## src/rtl/muldiv_pkg.sv

```systemverilog
// muldiv_pkg: op encodings, FSM states and default width shared by the muldiv_seq block
package muldiv_pkg;
  localparam int WIDTH_DEF = 16;
  localparam logic [2:0] OP_SHL = 3'b000;
  localparam logic [2:0] OP_SHR = 3'b001;
  localparam logic [2:0] OP_SAR = 3'b010;
  localparam logic [2:0] OP_MUL = 3'b011;
  localparam logic [2:0] OP_DIV = 3'b100;
  localparam logic [2:0] OP_REM = 3'b101;
  typedef enum logic [1:0] {S_IDLE, S_RUN, S_FIX} state_t;
endpackage

```

## src/rtl/muldiv_barrel.sv

```systemverilog
// muldiv_barrel: combinational SHL/SHR/SAR of a by amt (ports: a, amt, op in; y out)
module muldiv_barrel
  import muldiv_pkg::*;
#(
  parameter int WIDTH = WIDTH_DEF,
  parameter int SHW = $clog2(WIDTH)
) (
  input  logic [WIDTH-1:0] a,
  input  logic [SHW-1:0]   amt,
  input  logic [2:0]       op,
  output logic [WIDTH-1:0] y
);
  logic [WIDTH-1:0] sar;
  always_comb begin
    // kept as its own assignment so the shift stays signed (arithmetic)
    sar = $signed(a) >>> amt;
    y = op == OP_SHL ? a << amt : op == OP_SAR ? sar : a >> amt;
  end
endmodule

```

## src/rtl/muldiv_seq.sv

```systemverilog
// muldiv_seq: sequential shift/multiply/divide unit
// ports: clk, rst (async active-low), start/op/mode/a/b request, ld/ld_data direct result load,
//        result/hi held outputs, busy stall, done and dbz single-cycle pulses
module muldiv_seq
  import muldiv_pkg::*;
#(
  parameter int WIDTH = WIDTH_DEF,
  parameter int SHW = $clog2(WIDTH)
) (
  input  logic             clk,
  input  logic             rst,
  input  logic             start,
  input  logic [2:0]       op,
  input  logic             mode,
  input  logic [WIDTH-1:0] a,
  input  logic [WIDTH-1:0] b,
  input  logic             ld,
  input  logic [WIDTH-1:0] ld_data,
  output logic [WIDTH-1:0] result,
  output logic [WIDTH-1:0] hi,
  output logic             busy,
  output logic             done,
  output logic             dbz
);
  localparam int CW = $clog2(WIDTH);
  state_t state, state_nxt;
  logic [CW-1:0] cnt;
  logic [2*WIDTH-1:0] acc, acc_mul, acc_div, prod;
  logic [WIDTH-1:0] opnd, mag_a, mag_b, sh_y, quo, rem, fix_res;
  logic [WIDTH:0] sum, r, diff;
  logic [2:0] op_r;
  logic neg_q, neg_r, sa, sb, accept, is_div, is_shift, is_long, is_dbz, last;

  muldiv_barrel #(.WIDTH(WIDTH), .SHW(SHW)) u_barrel (
    .a(a),
    .amt(b[SHW-1:0]),
    .op(op),
    .y(sh_y)
  );

  always_comb begin
    busy = state != S_IDLE;
    accept = start && !busy;
    is_div = op == OP_DIV || op == OP_REM;
    is_shift = op == OP_SHL || op == OP_SHR || op == OP_SAR;
    is_dbz = is_div && b == '0;
    is_long = op == OP_MUL || (is_div && b != '0);
    last = cnt == CW'(WIDTH - 1);
    state_nxt = state == S_IDLE ? (accept && is_long ? S_RUN : S_IDLE)
              : state == S_RUN  ? (last ? S_FIX : S_RUN)
              : S_IDLE;
  end

  always_ff @(posedge clk or negedge rst)
    if (!rst) state <= S_IDLE;
    else state <= state_nxt;

  always_comb begin
    sa = mode && a[WIDTH-1];
    sb = mode && b[WIDTH-1];
    mag_a = sa ? -a : a;
    mag_b = sb ? -b : b;
    // shift-add: acc = {partial product, remaining multiplier bits}
    sum = {1'b0, acc[2*WIDTH-1:WIDTH]} + (acc[0] ? {1'b0, opnd} : '0);
    acc_mul = {sum, acc[WIDTH-1:1]};
    // restoring divide: acc = {partial remainder, dividend/quotient bits}
    r = {acc[2*WIDTH-1:WIDTH], acc[WIDTH-1]};
    diff = r - {1'b0, opnd};
    acc_div = diff[WIDTH] ? {r[WIDTH-1:0], acc[WIDTH-2:0], 1'b0}
                          : {diff[WIDTH-1:0], acc[WIDTH-2:0], 1'b1};
    prod = neg_q ? -acc : acc;
    quo = neg_q ? -acc[WIDTH-1:0] : acc[WIDTH-1:0];
    rem = neg_r ? -acc[2*WIDTH-1:WIDTH] : acc[2*WIDTH-1:WIDTH];
    fix_res = op_r == OP_MUL ? prod[WIDTH-1:0] : op_r == OP_DIV ? quo : rem;
  end

  always_ff @(posedge clk or negedge rst)
    if (!rst) begin
      cnt <= '0;
      acc <= '0;
      opnd <= '0;
      op_r <= '0;
      neg_q <= 1'b0;
      neg_r <= 1'b0;
      result <= '0;
      hi <= '0;
      done <= 1'b0;
      dbz <= 1'b0;
    end else begin
      done <= 1'b0;
      dbz <= 1'b0;
      if (ld && !busy) result <= ld_data;
      if (accept) begin
        op_r <= op;
        acc <= {{WIDTH{1'b0}}, mag_a};
        opnd <= mag_b;
        neg_q <= sa ^ sb;
        neg_r <= sa;
        cnt <= '0;
        done <= !is_long;
        dbz <= is_dbz;
        if (is_shift) result <= sh_y;
        if (is_dbz) result <= op == OP_DIV ? '1 : a;
      end
      if (state == S_RUN) begin
        acc <= op_r == OP_MUL ? acc_mul : acc_div;
        cnt <= cnt + CW'(1);
      end
      if (state == S_FIX) begin
        result <= fix_res;
        if (op_r == OP_MUL) hi <= prod[2*WIDTH-1:WIDTH];
        done <= 1'b1;
      end
    end
endmodule

```

## config.mk

```make
export PLATFORM = sky130hd
export DESIGN_NAME = muldiv_seq
export DESIGN_NICKNAME = d
export VERILOG_FILES = /design/src/rtl/muldiv_pkg.sv /design/src/rtl/muldiv_barrel.sv /design/src/rtl/muldiv_seq.sv
export SDC_FILE = /design/constraint.sdc
export NUM_CORES = 1
export LEC_CHECK = 0
export CORE_MARGIN = 10
export CORE_UTILIZATION = 59
export CTS_CLUSTER_SIZE = 14
export DETAILED_ROUTE_END_ITERATION = 6
export PLACE_DENSITY = 0.89
export SLEW_MARGIN = 25
export SYNTH_ARGS = -nofsm -noshare
export SYNTH_HDL_FRONTEND = slang
export SYNTH_HIERARCHICAL = 1
export SYNTH_SLANG_ARGS = --single-unit
```

## constraint.sdc

```tcl
create_clock -name clk -period 3 [get_ports clk]
set_input_delay 0.3 -clock clk [delete_from_list [all_inputs] [get_ports clk]]
set_output_delay 0.3 -clock clk [all_outputs]
set_load 0.02 [all_outputs]
```

==> results of run 1 <==
-- registers in the layout, summed over array words and instances (netlist names) --
signal and cells:
neg_r 1, neg_q 1, state 2, hi 16, opnd 16, cnt 4, acc 32, dbz 1
done 1, result 16, op_r 3
-- Yosys cell counts (24+ instances only) --
library cell	n
xor2_1	39
inv_1	44
xnor2_1	48
a31oi_1	24
a21oi_1	53
o21ai_0	112
mux2i_1	54
nand2_1	137
clkbuf_1	56
ha_1	37
dfrtp_1	93
nor2_1	91
-- metrics by stage --
step | cells | power, mW
floorplan | 1175 | 7.321
global placement | 1484 | 9.288
detailed placement | 1484 | 9.577
CTS | 1500 | 10.83
global route | 1503 | 11.91
finish | 1503 | 11.16
-- critical path, delay by kind of cell (launching register included) --
family / cells / cell delay, ns
AOI/OAI and AO/OA: 4 / 0.87
adders and majority gates: 2 / 0.62
buffers and inverters: 3 / 0.43
DFF: 1 / 0.35
muxes: 1 / 0.11
and+or+nand+nor: 2 / 0.42
-- cell families (layout without fill, tap and decap cells) --
family                     Yosys count  count (layout)  share of synthesized area, %
and+or+nand+nor                    376             376                         18.95
adders and majority gates           39              39                         5.308
DFF                                 93              93                         24.56
AOI/OAI and AO/OA                  365             365                         25.02
xor gates and xnor gates            87              87                         8.041
muxes                               90              90                         12.64
buffers and inverters              125             237                         5.492
-- layer usage --
| metal | wire length [µm] | vias up |
|---|---|---|
| li1 | - | 4559 |
| met2 | 14600 | 717 |
| met1 | 12990 | 4751 |
| met3 | 3827 | 132 |
| met4 | 1406 | 0 |
| met5 | 0 | - |
-- worst max path at each step --
stage / cells after the start / to / slack, ns
3_3_place_gp: 11 / acc[21] / 0.13
5_1_grt: 12 / acc[20] / -0.006
3_5_place_dp: 11 / acc[23] / -0.05
2_1_floorplan: 10 / hi[14] / 0.27
4_1_cts: 11 / acc[20] / 0.04
6_report: 12 / acc[20] / 0.09
-- where the power goes --
group / switching, mW / internal [mW] / total (mW)
sequential: 0.624 / 1.78 / 2.40
clock: 0.537 / 0.676 / 1.21
combinational: 4.29 / 3.25 / 7.54
total: 5.45 / 5.71 / 11.2
-- cell type report --
class                   count  area, µm²
fillers                  1195       4522
clock inverters             4      55.05
multi-input cells         957       6645
flip-flops and latches     93       2327
well taps                 216      270.3
clock buffers              12      246.5
repair buffers            176       1589
inverters                  45      172.7
-- repair_timing --
item,4_1_cts,5_1_grt
pin swaps,0,4
buffers inserted,0,3
setup endpoints to repair,9,15
resized for setup,1,6
==> flow_summary.json, run 1 <==
{
  "worst_path_largest_cell_delay_ns": 0.37,
  "reg2reg_setup_slack_ns": 0.09,
  "start_util_pct": 59.87,
  "fin_tns_setup_ns": 0,
  "outcome": "finished with violations",
  "insertion_delay_ns": 0.37,
  "final_common_cell": "nand2_1",
  "grtUsageMet3_pct": 8.077,
  "clk_pin_slew_ns": 0.07,
  "grt_pass1_vias": 9670,
  "power_leakage_nw": 4.826,
  "antennaDiodeCount": 0,
  "grt_antenna_before_repair": 0,
  "via_per_inst": 6.759,
  "design_area_um2": 11310,
  "synthCells": 1175,
  "vias": 10160,
  "fmax_ghz": 0.3439,
  "p_per_area_nw_per_um2": 986.7,
  "placementRows": 46,
  "fin_crit_sh_pct": 96.92,
  "drt-initial-drc-count": 1492,
  "drt-total-wl_mm": 32.83,
  "synth_nets": 1270,
  "synth-main-ff-cell": "dfrtp_1",
  "cts_tree": "done",
  "cp_max_fo": 8,
  "required_ns": 3.26,
  "cts_buffer_depth": 2,
  "final_hold_viol_count": 15,
  "ir_drop_mv": 0.9258,
  "pin_count": 91,
  "worstMarginPinSlew_ns": 1.018,
  "place_hpwl_mm": 24.46,
  "synth_edf_count": 0,
  "cts_root_buf": "clkbuf_16",
  "cp-startpoint": "acc[15]",
  "worst_r2r_path_depth": 12,
  "dr.pass1.iters": 6,
  "use_met1_pct": 38.68,
  "grt_max_degree": 54,
  "grt.total_usage_pct": 29.65,
  "grt.met2_usage_pct": 45.58,
  "cp-end-kind": "flop",
  "synth_top_area_share_pct": 24.56,
  "ys_types": 79,
  "dieArea_um2": 21530,
  "crit_chain": "inv_1, ha_1, fa_2, nor2b_2, o31a_1, o211ai_1, buf_4, a211o_1, and4_4, buf_4, mux2i_1, o21ai_0",
  "die_y_um": 146.7,
  "cap_violations": 0,
  "postLayoutCoreUtil_pct": 71.43,
  "drcViolationCount": 0,
  "syn-cell-area_um2": 9477,
  "drive_gt1_share_pct": 12.12,
  "port_buffers": 90,
  "areaGrowthSynthToFinish_pct": 19.30,
  "yosysWarnings": 6,
  "yosysTopAreaCell": "dfrtp_1",
  "place_area_um2": 10970,
  "ys_seq_elements": 93,
  "place.gp.congestion": 1.050,
  "busiest_layer": "met2",
  "path_common_cell": "buf_4",
  "worstSetupPathType": "reg -> reg",
  "r2r-start": "acc[15]",
  "finalSetupViolCount": 0,
  "place_ws_ns": -0.05162,
  "min_period_ns": 2.908,
  "async_reset_ff_share_pct": 100.0,
  "violations": "negative hold slack",
  "finalClockSkew_ns": 0.008892,
  "postRouteAntennaNets": 0,
  "layout_common_cells": "137 x nand2_1, 110 x o21ai_0, 93 x dfrtp_1",
  "grt_pass1_wl_mm": 52.54,
  "grt_overflow_total": 0,
  "netlist_top_cells_area": "dfrtp_1 25%, o21ai_0 5.9%, mux2i_1 5.7%",
  "fin_ws_ns": 0.09242,
  "critPathArrivalTime_ns": 3.17,
  "fin_hold_ws_ns": -0.02305,
  "final_net_count": 1377,
  "worstReg2RegEnd": "acc[20]",
  "yosysSeqAreaShare_pct": 24.56,
  "routedWlPerCell_um": 21.84,
  "cts_sinks": 93,
  "h-tree-depth": 3,
  "core_um2": 15830,
  "start_kind": "flop",
  "avgSynthCellArea_um2": 8.065,
  "report.final.slew_viol_count": 0,
  "cpMaxStageDelayCell": "fa_2",
  "relSlewSlack_pct": 31.69,
  "cts_buffers": 9,
  "hold_path.class": "in -> async",
  "holdBufCountCts": 0,
  "fp.dieW_um": 146.7
}
Power figures use the tool's default switching activity.
==> inputs of run 2 (changes only) <==
--- a/config.mk
+++ b/config.mk
@@ -9,9 +9,10 @@
 export CORE_UTILIZATION = 59
 export CTS_CLUSTER_SIZE = 14
 export DETAILED_ROUTE_END_ITERATION = 6
-export PLACE_DENSITY = 0.89
+export PLACE_DENSITY_LB_ADDON = 0.12
 export SLEW_MARGIN = 25
 export SYNTH_ARGS = -nofsm -noshare
 export SYNTH_HDL_FRONTEND = slang
 export SYNTH_HIERARCHICAL = 1
 export SYNTH_SLANG_ARGS = --single-unit
+export TNS_END_PERCENT = 1
==> run 2 against run 1 <==
Net effect:
- the run ends with design-rule violations left
- maximum frequency grew 0.79%
- utilization grew 0.32 points
- count of clock-buffer cells in the layout shrank 2
- hold slack gained 0.50 ns
- final cell count is essentially flat
- clock power shrank 4%
- combinational power is essentially flat
- sequential share of layout area shrank 0.082 points
- critical path type unchanged
- critical endpoint is now acc[16]
==> flow_summary.json, run 2 (same netlist as run 1, synthesis figures left out) <==
{
  "start_kind": "flop",
  "rsz0062_at_grt": "false",
  "ir_drop_mv": 0.8069,
  "multiInputGateArea_um2": 6648,
  "drcViolationCount": 8,
  "postRouteAntennaNets": 0,
  "hold_end": "hi[2]",
  "worstReg2RegEnd": "acc[16]",
  "via_per_inst": 6.557,
  "drive_gt1_share_pct": 12.42,
  "clk_pin_slew_ns": 0.07,
  "cp_max_fo": 14,
  "drt-initial-drc-count": 1263,
  "finalClockSkew_ns": 0.009810,
  "final_hold_viol_count": 0,
  "power_leakage_nw": 4.838,
  "grt.total_usage_pct": 28.99,
  "dr.pass1.iters": 7,
  "cts_root_buf": "clkbuf_16",
  "whs_path_depth": 2,
  "placementRows": 46,
  "grt_antenna_before_repair": 0,
  "min_from": "hi[2]",
  "drt-total-wl_mm": 32.20,
  "fp.dieW_um": 146.7,
  "cts_buffers": 9,
  "cts_sinks": 93,
  "worst_r2r_path_depth": 9,
  "p_per_area_nw_per_um2": 973.7,
  "fin_crit_sh_pct": 96.16,
  "place.gp.congestion": 0.9483,
  "grt_pass1_vias": 9244,
  "start_util_pct": 59.87,
  "finalSetupViolCount": 0,
  "die_y_um": 146.7,
  "place_hpwl_mm": 24.09,
  "postLayoutCoreUtil_pct": 71.75,
  "final_net_count": 1378,
  "cp-end-kind": "flop",
  "r2r-start": "acc[17]",
  "pin_count": 91,
  "violations": "design-rule violations",
  "antennaDiodeCount": 0,
  "insertion_delay_ns": 0.36,
  "required_ns": 3.26,
  "top_layer_used": "met4",
  "regMostFlops": "acc",
  "core_um2": 15830,
  "layout_common_cells": "137 x nand2_1, 112 x o21ai_0, 92 x dfrtp_1",
  "report.final.slew_viol_count": 0,
  "num-fill-cells": 1279,
  "dieArea_um2": 21530,
  "cts_buffer_depth": 2,
  "seq_area_um2": 2328,
  "cap_violations": 0,
  "port_buffers": 90,
  "routedWlPerCell_um": 21.41,
  "met2_length_mm": 14.09,
  "fin_tns_setup_ns": 0,
  "grt_overflow_total": 0,
  "largest_reg_flops": 32,
  "final_common_cell": "nand2_1",
  "fmax_ghz": 0.3466,
  "grt_max_degree": 55,
  "hold_path.class": "reg -> reg",
  "worstMarginPinSlew_ns": 0.9343,
  "min_period_ns": 2.885,
  "worstSetupPathType": "reg -> reg",
  "cts_tree": "done",
  "wl_met3_mm": 3.533,
  "critPathArrivalTime_ns": 3.14,
  "outcome": "finished with violations",
  "vias": 9861,
  "h-tree-depth": 3,
  "relSlewSlack_pct": 37.29,
  "grt_pass1_wl_mm": 51.14,
  "reg2reg_setup_slack_ns": 0.12,
  "met1_length_mm": 13.72,
  "areaGrowthSynthToFinish_pct": 19.84
}
==> run 2: final cells by class <==
cell class              count  share of cell area [%]
clock buffers              10                   2.104
clock inverters             6                  0.4737
inverters                  45                   1.487
multi-input cells         957                   58.53
flip-flops and latches     93                   20.50
well taps                 216                   2.380
repair buffers            177                   14.52
==> run 2: routing by layer <==
metal  track usage (%)  up-vias
met5                 0        -
met4             8.559        0
met3             7.832       58
met2             43.14      542
met1             40.18     4700
li1                  -     4561
==> run 2: worst max-delay path by stage <==
stage	start	end	slack [ns]	cells after the start
2_1_floorplan	acc[0]	hi[14]	0.27	10
6_report	acc[17]	acc[16]	0.12	9
5_1_grt	acc[17]	acc[16]	0.02	9
3_3_place_gp	b[7]	result[7]	0.12	9
4_1_cts	acc[15]	acc[16]	0.03	11
3_5_place_dp	b[7]	result[7]	0.03	9
==> run 2: critical path: stages (launching register included) <==
cell      delay [ns]
dfrtp_1         0.46
ha_1            0.38
nor2b_2         0.17
o31a_1          0.27
o211ai_1        0.35
a211o_1         0.24
and4_1          0.25
buf_12          0.17
mux2_2          0.34
o221ai_1        0.15
==> run 2: what timing repair did <==
action / 4_1_cts / 5_1_grt
endpoints found under the hold margin: 42 / 0
buffers inserted: 0 / 3
hold buffers: 1 / 0
endpoints found under the setup margin: 0 / 17
resized for setup: 0 / 5
==> run 2: per-stage QoR <==
stage / setup slack [ns] / hold WS, ns / power (mW) / instance area, µm² / cells
global route: 0.01661 / 0.5166 / 11.86 / 11360 / 1504
finish: 0.1151 / 0.4785 / 11.06 / 11360 / 1504
global placement: 0.1231 / 0.3393 / 9.538 / 11020 / 1484
CTS: 0.02647 / 0.4863 / 10.88 / 11330 / 1501
floorplan: 0.2708 / 0.004409 / 7.321 / 9477 / 1175
detailed placement: 0.03336 / 0.3462 / 9.677 / 11020 / 1484
==> run 2: where the power goes <==
group	internal, mW	switching, mW	total (mW)	leakage (nW)
sequential	1.78	0.576	2.35	1.16
combinational	3.24	4.30	7.54	3.54
clock	0.599	0.563	1.16	0.135
